### config.mk
export PLATFORM = sky130hd
export DESIGN_NAME = reaction_time_capture_flat
export DESIGN_NICKNAME = d
export VERILOG_FILES = /design/src/rtl/reaction_time_capture_if.sv /design/src/rtl/reaction_time_capture.sv /design/src/flat_wrapper.sv
export SDC_FILE = /design/constraint.sdc
export NUM_CORES = 1
export LEC_CHECK = 0
export CAP_MARGIN = 15
export CORE_MARGIN = 4
export CORE_UTILIZATION = 35
export CTS_BUF_LIST = sky130_fd_sc_hd__clkbuf_2
export DETAILED_ROUTE_END_ITERATION = 8
export MAX_ROUTING_LAYER = met4
export SETUP_SLACK_MARGIN = 0.05
export SYNTH_ARGS = -nofsm -noshare
export SYNTH_HDL_FRONTEND = slang
export SYNTH_SLANG_ARGS = --single-unit
### constraint.sdc
create_clock -name clk -period 4.03 [get_ports clk]
set_input_delay 0.6045 -clock clk [delete_from_list [all_inputs] [get_ports clk]]
set_output_delay 0.6045 -clock clk [all_outputs]
set_load 0.01 [all_outputs]
### src/rtl/reaction_time_capture_if.sv
// Bundles the FSM-facing handshake (go/capture) with the timing and BCD
// results presented to the display stage.
interface reaction_time_capture_if #(
  parameter int WIDTH = 14
);
  logic             go;
  logic             capture;
  logic [WIDTH-1:0] elapsed;
  logic [WIDTH-1:0] capt_val;
  logic [15:0]      bcd;
  logic             busy;
  logic             done;
  logic             overflow;

  modport master (
    output go, capture,
    input  elapsed, capt_val, bcd, busy, done, overflow
  );

  modport slave (
    input  go, capture,
    output elapsed, capt_val, bcd, busy, done, overflow
  );
endinterface

### src/rtl/reaction_time_capture.sv
// Reaction timer: counts ticks while go is high, and on capture latches the
// count and converts it to 4-digit packed BCD with a serial double-dabble.

module rtc_dabble_digit (
  input  logic [3:0] d,
  output logic [3:0] q
);
  assign q = (d >= 4'd5) ? d + 4'd3 : d;
endmodule

module reaction_time_capture #(
  parameter int CLK_DIV   = 100000,
  parameter int WIDTH     = 14,
  parameter int MAX_COUNT = 9999
)(
  input logic               clk,
  input logic               reset,
  reaction_time_capture_if.slave bus
);
  localparam int PW   = $clog2(CLK_DIV);
  localparam int CW   = $clog2(WIDTH + 1);
  localparam int NDIG = 4;

  typedef enum logic [1:0] {IDLE, SHIFT, DONE} state_t;

  state_t                 state;
  logic                   go_d;
  logic [PW-1:0]          presc;
  logic [WIDTH-1:0]       elapsed_q;
  logic                   ovf_q;
  logic [WIDTH-1:0]       capt_q;
  logic [WIDTH-1:0]       bin_sr;
  logic [NDIG-1:0][3:0]   bcd_sr;
  logic [NDIG-1:0][3:0]   adj;
  logic [4*NDIG-1:0]      adj_flat;
  logic [4*NDIG-1:0]      nxt_bcd;
  logic [15:0]            bcd_q;
  logic [CW-1:0]          cnt;
  logic                   busy_q;
  logic                   done_q;

  // ---------------- tick timer ----------------
  always_ff @(posedge clk or posedge reset) begin
    if (reset) begin
      go_d      <= 1'b0;
      presc     <= '0;
      elapsed_q <= '0;
      ovf_q     <= 1'b0;
    end else begin
      go_d <= bus.go;
      if (bus.go && !go_d) begin
        presc     <= '0;
        elapsed_q <= '0;
        ovf_q     <= 1'b0;
      end else if (bus.go) begin
        if (presc == PW'(CLK_DIV - 1)) begin
          presc <= '0;
          // Saturate one tick after reaching MAX_COUNT; that tick flags overflow.
          if (elapsed_q == WIDTH'(MAX_COUNT)) ovf_q <= 1'b1;
          else                                elapsed_q <= elapsed_q + WIDTH'(1);
        end else begin
          presc <= presc + PW'(1);
        end
      end
    end
  end

  // ---------------- double-dabble datapath ----------------
  for (genvar g = 0; g < NDIG; g++) begin : g_dig
    rtc_dabble_digit u_dig (.d(bcd_sr[g]), .q(adj[g]));
  end

  assign adj_flat = adj;
  assign nxt_bcd  = {adj_flat[4*NDIG-2:0], bin_sr[WIDTH-1]};

  // ---------------- conversion FSM ----------------
  always_ff @(posedge clk or posedge reset) begin
    if (reset) begin
      state  <= IDLE;
      capt_q <= '0;
      bin_sr <= '0;
      bcd_sr <= '0;
      bcd_q  <= '0;
      cnt    <= '0;
      busy_q <= 1'b0;
      done_q <= 1'b0;
    end else begin
      case (state)
        IDLE: begin
          done_q <= 1'b0;
          if (bus.capture) begin
            capt_q <= elapsed_q;
            bin_sr <= elapsed_q;
            bcd_sr <= '0;
            cnt    <= '0;
            busy_q <= 1'b1;
            state  <= SHIFT;
          end
        end
        SHIFT: begin
          bcd_sr <= nxt_bcd;
          bin_sr <= {bin_sr[WIDTH-2:0], 1'b0};
          cnt    <= cnt + CW'(1);
          // Last iteration: publish the result directly so done and bcd
          // appear together in the DONE cycle.
          if (cnt == CW'(WIDTH - 1)) begin
            bcd_q  <= nxt_bcd;
            done_q <= 1'b1;
            state  <= DONE;
          end
        end
        DONE: begin
          done_q <= 1'b0;
          busy_q <= 1'b0;
          state  <= IDLE;
        end
        default: state <= IDLE;
      endcase
    end
  end

  assign bus.elapsed  = elapsed_q;
  assign bus.capt_val = capt_q;
  assign bus.bcd      = bcd_q;
  assign bus.busy     = busy_q;
  assign bus.done     = done_q;
  assign bus.overflow = ovf_q;

endmodule

### src/flat_wrapper.sv
// flat-port wrapper written by rule: the top's interface ports become plain ports
module reaction_time_capture_flat 
#(
  parameter int CLK_DIV   = 100000,
  parameter int WIDTH     = 14,
  parameter int MAX_COUNT = 9999
)
  (clk, reset, bus_go, bus_capture, bus_elapsed, bus_capt_val, bus_bcd, bus_busy, bus_done, bus_overflow);
  reaction_time_capture_if #(.WIDTH(WIDTH)) bus_i ();
  input logic clk;
  input logic reset;
  input wire logic [$bits(bus_i.go)-1:0] bus_go;
  input wire logic [$bits(bus_i.capture)-1:0] bus_capture;
  output wire logic [$bits(bus_i.elapsed)-1:0] bus_elapsed;
  output wire logic [$bits(bus_i.capt_val)-1:0] bus_capt_val;
  output wire logic [$bits(bus_i.bcd)-1:0] bus_bcd;
  output wire logic [$bits(bus_i.busy)-1:0] bus_busy;
  output wire logic [$bits(bus_i.done)-1:0] bus_done;
  output wire logic [$bits(bus_i.overflow)-1:0] bus_overflow;
  assign bus_i.go = bus_go;
  assign bus_i.capture = bus_capture;
  assign bus_elapsed = bus_i.elapsed;
  assign bus_capt_val = bus_i.capt_val;
  assign bus_bcd = bus_i.bcd;
  assign bus_busy = bus_i.busy;
  assign bus_done = bus_i.done;
  assign bus_overflow = bus_i.overflow;
  reaction_time_capture #(.CLK_DIV(CLK_DIV), .WIDTH(WIDTH), .MAX_COUNT(MAX_COUNT)) u_core (.clk(clk), .reset(reset), .bus(bus_i));
endmodule
==> results.md, run 1 <==
* Syn avg cell area at roughly 9.3 um2
* Synth Flop Type: dfrtp_1
* Synthesized area at 4910 um2
* GPL Wtd Cong at 0.839
* EDFF count, synth at 0
* Avg WL per Cell at around 15 um
* PortBufs at 50
* Via density per instance at between 5 and 6
* Crit end category: flip-flop
* F_max at approximately 390 MHz
* Post-synthesis mux area share at between 1 and 1.5%
* FF-to-FF Start: u_core.presc[0]$_DFFE_PP0P_
* Starting density of the core at approximately 36%
* Cells after Synth at about 530
* Vias in the first global route at 3,788
* Fin nets at between 500 and 600
* Setup TNS at 0 ps
* Largest family of logic cells by synthesized area: simple AND/OR/NAND/NOR gates
* Inserted Clock Buffers at 9
* Final setup viols at 0
* CP max FO at 15
* Crit-path slowest cell: a21oi_1
* Top-area cell type share of the netlist area at between 50% and 60%
* Seq cells post-synth at slightly above 100
* Final WS setup at around 1400 ps
* Grt total ovfl at 0
* Run status: finished clean
* Routed length on met1 at 5.20 mm
* Max-Cap Viols at 0
* Fin. Hold Viols at 0
* DR WL met3 at between 500 and 600 um
* Crit-path cells: ha_1 -> and4_1 -> nand4_2 -> a21oi_1 -> nor2_1
* Count leader, synth: nand2_1
* Post-synth ARST share at 100%
* Clk_skew at around 14 ps
* Fin crit share at between 60 and 70%
* CTS Hold Bufs at 0
* Largest area contributor in the netlist: dfrtp_1
* PD cells at 568 nW/um2
* Die Ht at roughly 130 um
* Clock Latency Late Sink at approximately 600 ps
* Die width at 126 um
* Post-CTS Resized at 0
* DRC Markers at 0
* CP required at 4500 ps
* Fin area at ~5600 um2
* Worst R2R End: u_core.presc[6]$_DFFE_PP0P_
* Syn_nets at between 500 and 600
* Cell variety after synth at 54
* Pin count of the biggest net entering global routing at 65
* Worst Setup Start Kind: flip-flop
* P_leak at ~2.5 nW
* Simple-gate share of the synthesized area at 24.7%
* DP Area at ~5600 um2
* 1st-iter DRT viols at 206
* Top cells by area, synth: dfrtp_1 (52%), nand2_1 (8.3%), o21ai_0 (4.2%)
* Reg clk slew, reported paths at approximately 250 ps
* Met2 WL at ~5.4 mm
* Setup bufs post-CTS at 0
* CTS sink cnt at 101
* H-tree Lvls at 3
* Post-route minimum period at ~2600 ps
* Top Layer Used: met4
* Xor and xnor area share after synthesis at 2.68%
* Post-synth top cells: nand2_1 (108), dfrtp_1 (101), o21ai_0 (41), nand3_1 (37), nor2_1 (33)
* R2r setup slk at between 1000 and 1500 ps
* CTS tree: built
* Min-Delay Path Class: primary input to asynchronous set/reset pin
* Yosys warns at 0
* Final Routed Wirelength at 11.3 mm
* Ant diodes at 0
* Class of the most critical setup path: flip-flop to flip-flop
* Arr. time, crit path at 3060 ps
* Measured slew at the worst slew-check pin at between 900 and 1000 ps
* P&R area growth vs syn at 14.7%
* Die area at 16,000 um2
* Max-slew headroom at between 30% and 40%
* R2R cell count at 5
* Root buffer selected by CTS: clkbuf_2
* ANT nets after route at 0
* Layout cells sized above 1 at about 6.1%
* Dpl ws at between 1000 and 1500 ps
* Global-route wire length before repair at ~19 mm
* DP Wirelength at 7.73 mm
* Initial DRT Pass Iterations at 4
* Core ar. at approximately 14,000 um2
* Num rows at between 40 and 50
* Post-Synth Adder-Cell Area at approximately 3.1%
* Vias at ~4,000
* Max clock buf depth at 2
* Total global-route track usage at approximately 15%
* I/O pin total at around 50
* Max incr delay on CP at around 930 ps
* Initial antenna violation count at 0
* Max Slew Vio Count at 0
* Peak VDD IR at ~160 uV
* Compound-Gate Fraction of Synth Area at between 10% and 20%
* Seq/Total Area, Yosys at between 50% and 60%
* RSZ-0062 raised after global routing: no
* FILL cells at 1,338
-- worst max-delay path by stage --
stage	startpoint	endpoint	slack (ps)	depth (start not counted)
floorplan	reset	u_core.bcd_sr[0]$_DFFE_PP0P_	780	1
global placement	bus_go	u_core.presc[3]$_DFFE_PP0P_	1410	5
detailed placement	bus_go	u_core.presc[6]$_DFFE_PP0P_	1270	5
CTS	u_core.presc[0]$_DFFE_PP0P_	u_core.presc[6]$_DFFE_PP0P_	1420	5
global route	u_core.presc[0]$_DFFE_PP0P_	u_core.presc[6]$_DFFE_PP0P_	1180	5
finish	u_core.presc[0]$_DFFE_PP0P_	u_core.presc[6]$_DFFE_PP0P_	1440	5
-- flip-flops by register name, summed over array words and instances (netlist names), 2 cells and up --
| name | flops |
|---|---|
| u_core.state | 2 |
| u_core.cnt | 4 |
| u_core.bcd_sr | 16 |
| u_core.bin_sr | 14 |
| u_core.presc | 17 |
| u_core.bus.capt_val | 14 |
| u_core.bus.elapsed | 14 |
| u_core.bus.bcd | 16 |
-- kinds of logic (layout without fill, tap and decap cells) --
group / after synthesis / after routing
AOI/OAI and AO/OA: 99 / 99
adders and majority gates: 12 / 12
buffers and inverters: 51 / 92
and+or+nand+nor: 246 / 246
DFF: 101 / 101
xor gates and xnor gates: 15 / 15
muxes: 5 / 5
-- power breakdown --
part / switching, mW / leakage, nW / internal (mW) / total (mW)
combinational: 0.643 / 1.15 / 0.600 / 1.24
sequential: 0.246 / 1.31 / 1.31 / 1.55
clock: 0.326 / 0.0490 / 0.0755 / 0.402
-- per-stage QoR --
step	power, mW	utilization, %	instances	hold slack, ps
finish	3.20	41.7	746	457
global placement	2.79	41.2	732	451
detailed placement	2.84	41.2	732	462
floorplan	2.29	-	529	439
CTS	3.24	41.7	746	472
global route	3.47	41.7	746	470
-- layout make-up --
cell class                 count  area [um2]  area share [%]
tap                          176         220            3.91
timing repair buffer          58         561            9.96
clock inverter                 3        15.0           0.267
sequential                   101        2530            44.9
clock buffer                  11        55.1           0.978
multi-input combinational    377        2170            38.6
inverter                      20        77.6            1.38
-- critical path, delay by kind of cell (launching register included) --
family	cells	cell delay, ps
DFF	1	490
and+or+nand+nor	3	790
AOI/OAI and AO/OA	1	930
adders and majority gates	1	250
-- cells in the final DEF (no fill, tap or decap), types with 4 or more instances in the layout --
master           count
nand2_1            108
dfrtp_1            101
clkdlybuf4s50_1     50
o21ai_0             41
nand3_1             37
nor2_1              33
inv_1               18
a21oi_1             17
nor3_1              15
xnor2_1             12
ha_1                12
clkbuf_2            11
buf_4                8
a31oi_1              7
nand2b_1             6
nand4_1              6
nor4_1               6
o311ai_1             6
a221o_1              5
a22oi_1              5
or3_1                4
nor3b_1              4
mux2_2               4
a21o_1               4
o211ai_1             4
-- routing by layer --
metal / global-route usage (%) / up-vias
met4: 5.24 / 0
met5: - / -
met1: 19.6 / 1943
met2: 23.3 / 101
met3: 3.83 / 18
li1: - / 1915
Note: power is estimated with default switching activity, not from simulation.
==> run 2: changes to the inputs <==
==> constraint.sdc (replaced) <==
create_clock -name clk -period 2.3 [get_ports clk]
set_input_delay 0.345 -clock clk [delete_from_list [all_inputs] [get_ports clk]]
set_output_delay 0.345 -clock clk [all_outputs]
set_load 0.01 [all_outputs]
==> results.md, run 2 (synthesis results as in run 1) <==
* Class of the most critical setup path: flip-flop to output port
* Die area at around 16,000 um2
* Vias in the first global route at around 4,000
* Final WS setup at 190 ps
* DRC Markers at 0
* Ant diodes at 0
* Global-route wire length before repair at around 20 mm
* Run status: finished clean
* Combinational power share at 38.7%
* Final Routed Wirelength at between 10 and 15 mm
* DP Wirelength at slightly above 8 mm
* Cell internal pwr at between 3 and 4 mW
* R2r setup slk at between 200 and 250 ps
* GPL Wtd Cong at 0.845
* Net Switching at between 2 and 2.5 mW
* Num rows at 42
* ANT nets after route at 0
* Initial DRT Pass Iterations at 4
* Core ar. at about 14,000 um2
* P_leak at 2.59 nW
* Fin nets at slightly below 600
* Peak VDD IR at 351 uV
* Vias at between 4,000 and 5,000
* Final core occ at approximately 43%
* Max incr delay on CP at about 600 ps
* Inserted Clock Buffers at 9
* F_max at ~470 MHz
* Dpl ws at 276 ps
* CP max FO at 8
* Root buffer selected by CTS: clkbuf_2
* PD cells at roughly 1000 nW/um2
* Commonest non-fill, non-tap cell in the layout: nand2_1
* Max Slew Vio Count at 0
* RSZ-0062 raised after global routing: no
* Final Hold Slack at 83.9 ps
* Reg with most FFs: u_core.presc
* Setup TNS at 0 ps
* 1st-iter DRT viols at approximately 240
* CP Launch Point: u_core.bus.elapsed[7]$_DFFE_PP0P_
* Cell family with most CP delay: buffers and inverters
* P&R area growth vs syn at 17.8%
* Max clock buf depth at 2
* Starting density of the core at 36.3%
* Reg clk slew, reported paths at approximately 260 ps
* Post-route minimum period at about 2100 ps
* Pin count of the biggest net entering global routing at 70
* Clock Latency Late Sink at 600 ps
* Die width at approximately 130 um
* H-tree Lvls at 3
* Fin. Hold Viols at 0
* Layout cells sized above 1 at about a tenth
* Fin crit share at between 90% and 100%
* Reg power frac at 47.1%
* Power Total at between 5 and 6 mW
* Final setup viols at 0
* I/O pin total at slightly above 50
* Initial antenna violation count at 0
* CTS tree: built
* Switching part of the total at 37.4%
* Crit end category: output port
* Max-Cap Viols at 0
* Crit-path slowest cell: clkdlybuf4s50_1
* PortBufs at 50
* Die Ht at around 130 um
* Total global-route track usage at 15.7%
* Max-slew headroom at between 60% and 70%
* Clk_skew at around 35 ps
* Avg WL per Cell at 15.2 um
* Clock network power share at between 10 and 15%
* Crit path buffers/inverters at 1
* Worst Setup Start Kind: flip-flop
* Crit-path cells: clkdlybuf4s50_1
* CTS Hold Bufs at 0
* Grt total ovfl at 0
* Most frequent cells in the layout: nand2_1 (108), dfrtp_1 (95), clkdlybuf4s50_1 (50)
* CP required at approximately 2000 ps
* CTS sink cnt at ~100
* FF-to-FF Start: u_core.presc[0]$_DFFE_PP0P_
* Via density per instance at ~5.3
* R2R cell count at 5
* Max FFs per register at 17
* Arr. time, crit path at between 1500 and 2000 ps
* Min-Delay Path Class: primary input to asynchronous set/reset pin
* Measured slew at the worst slew-check pin at 498 ps
* Worst R2R End: u_core.bus.elapsed[3]$_DFFE_PP0P_
run 2: changes by cell type in the layout (fill, tap and decap cells not counted):
cell / delta
bufinv_16: +1
dfrtp_2: +6
buf_12: +1
clkinv_2: +4
buf_4: +12
inv_4: -1
clkinv_1: -1
dfrtp_1: -6
clkbuf_2: -1
run 2: per-layer routing:
layer	GRT usage, %	routed length [um]
met1	20.2	5270
met2	24.3	5600
met3	3.95	565
met5	-	0
met4	5.17	146
run 2: worst max-delay path by stage:
| stage | end | slack [ps] | depth (start not counted) |
|---|---|---|---|
| 5_1_grt | bus_elapsed[8] | 50 | 1 |
| 2_1_floorplan | u_core.bus.elapsed[0]$_DFFE_PP0P_ | 440 | 6 |
| 4_1_cts | bus_elapsed[2] | 50 | 1 |
| 6_report | bus_elapsed[7] | 190 | 1 |
| 3_5_place_dp | u_core.bus.elapsed[7]$_DFFE_PP0P_ | 280 | 5 |
| 3_3_place_gp | u_core.presc[15]$_DFFE_PP0P_ | 310 | 5 |
run 2: timing repair:
item                                    CTS  global route
setup buffers                             0             0
resized for setup                         2             4
endpoints found under the setup margin    2             4
cloned                                    0             0
run 2: cell type report:
type                    instances  area, um2
repair buffers                 71        671
inverters                      20       78.8
flip-flops and latches        101       2530
clock inverters                 6       53.8
fillers                      1278       7720
multi-input cells             377       2170
well taps                     176        220
clock buffers                  10       50.0
run 2: power by group through the flow:
stage	registers, mW	clock network (mW)	logic (mW)
5_1_grt	2.80	0.943	2.54
6_report	2.72	0.821	2.24
3_5_place_dp	2.76	0	2.27
4_1_cts	2.72	0.877	2.28
3_3_place_gp	2.73	0	2.19
2_1_floorplan	2.77	0	1.26
run 2: stage by stage:
stage / std cells / cell area (um2)
after floorplan: 529 / 4910
after global placement: 745 / 5670
after detailed placement: 745 / 5670
after CTS: 761 / 5780
after global routing: 761 / 5780
final: 761 / 5780
==> run 3: changes to the inputs <==
--- a/config.mk
+++ b/config.mk
@@ -10,6 +10,7 @@
 export CORE_UTILIZATION = 35
 export CTS_BUF_LIST = sky130_fd_sc_hd__clkbuf_2
 export DETAILED_ROUTE_END_ITERATION = 8
+export GPL_ROUTABILITY_DRIVEN = 0
 export MAX_ROUTING_LAYER = met4
 export SETUP_SLACK_MARGIN = 0.05
 export SYNTH_ARGS = -nofsm -noshare
==> results of run 3 <==
No change in the layout: final DEF, timing and power equal those of run 2.
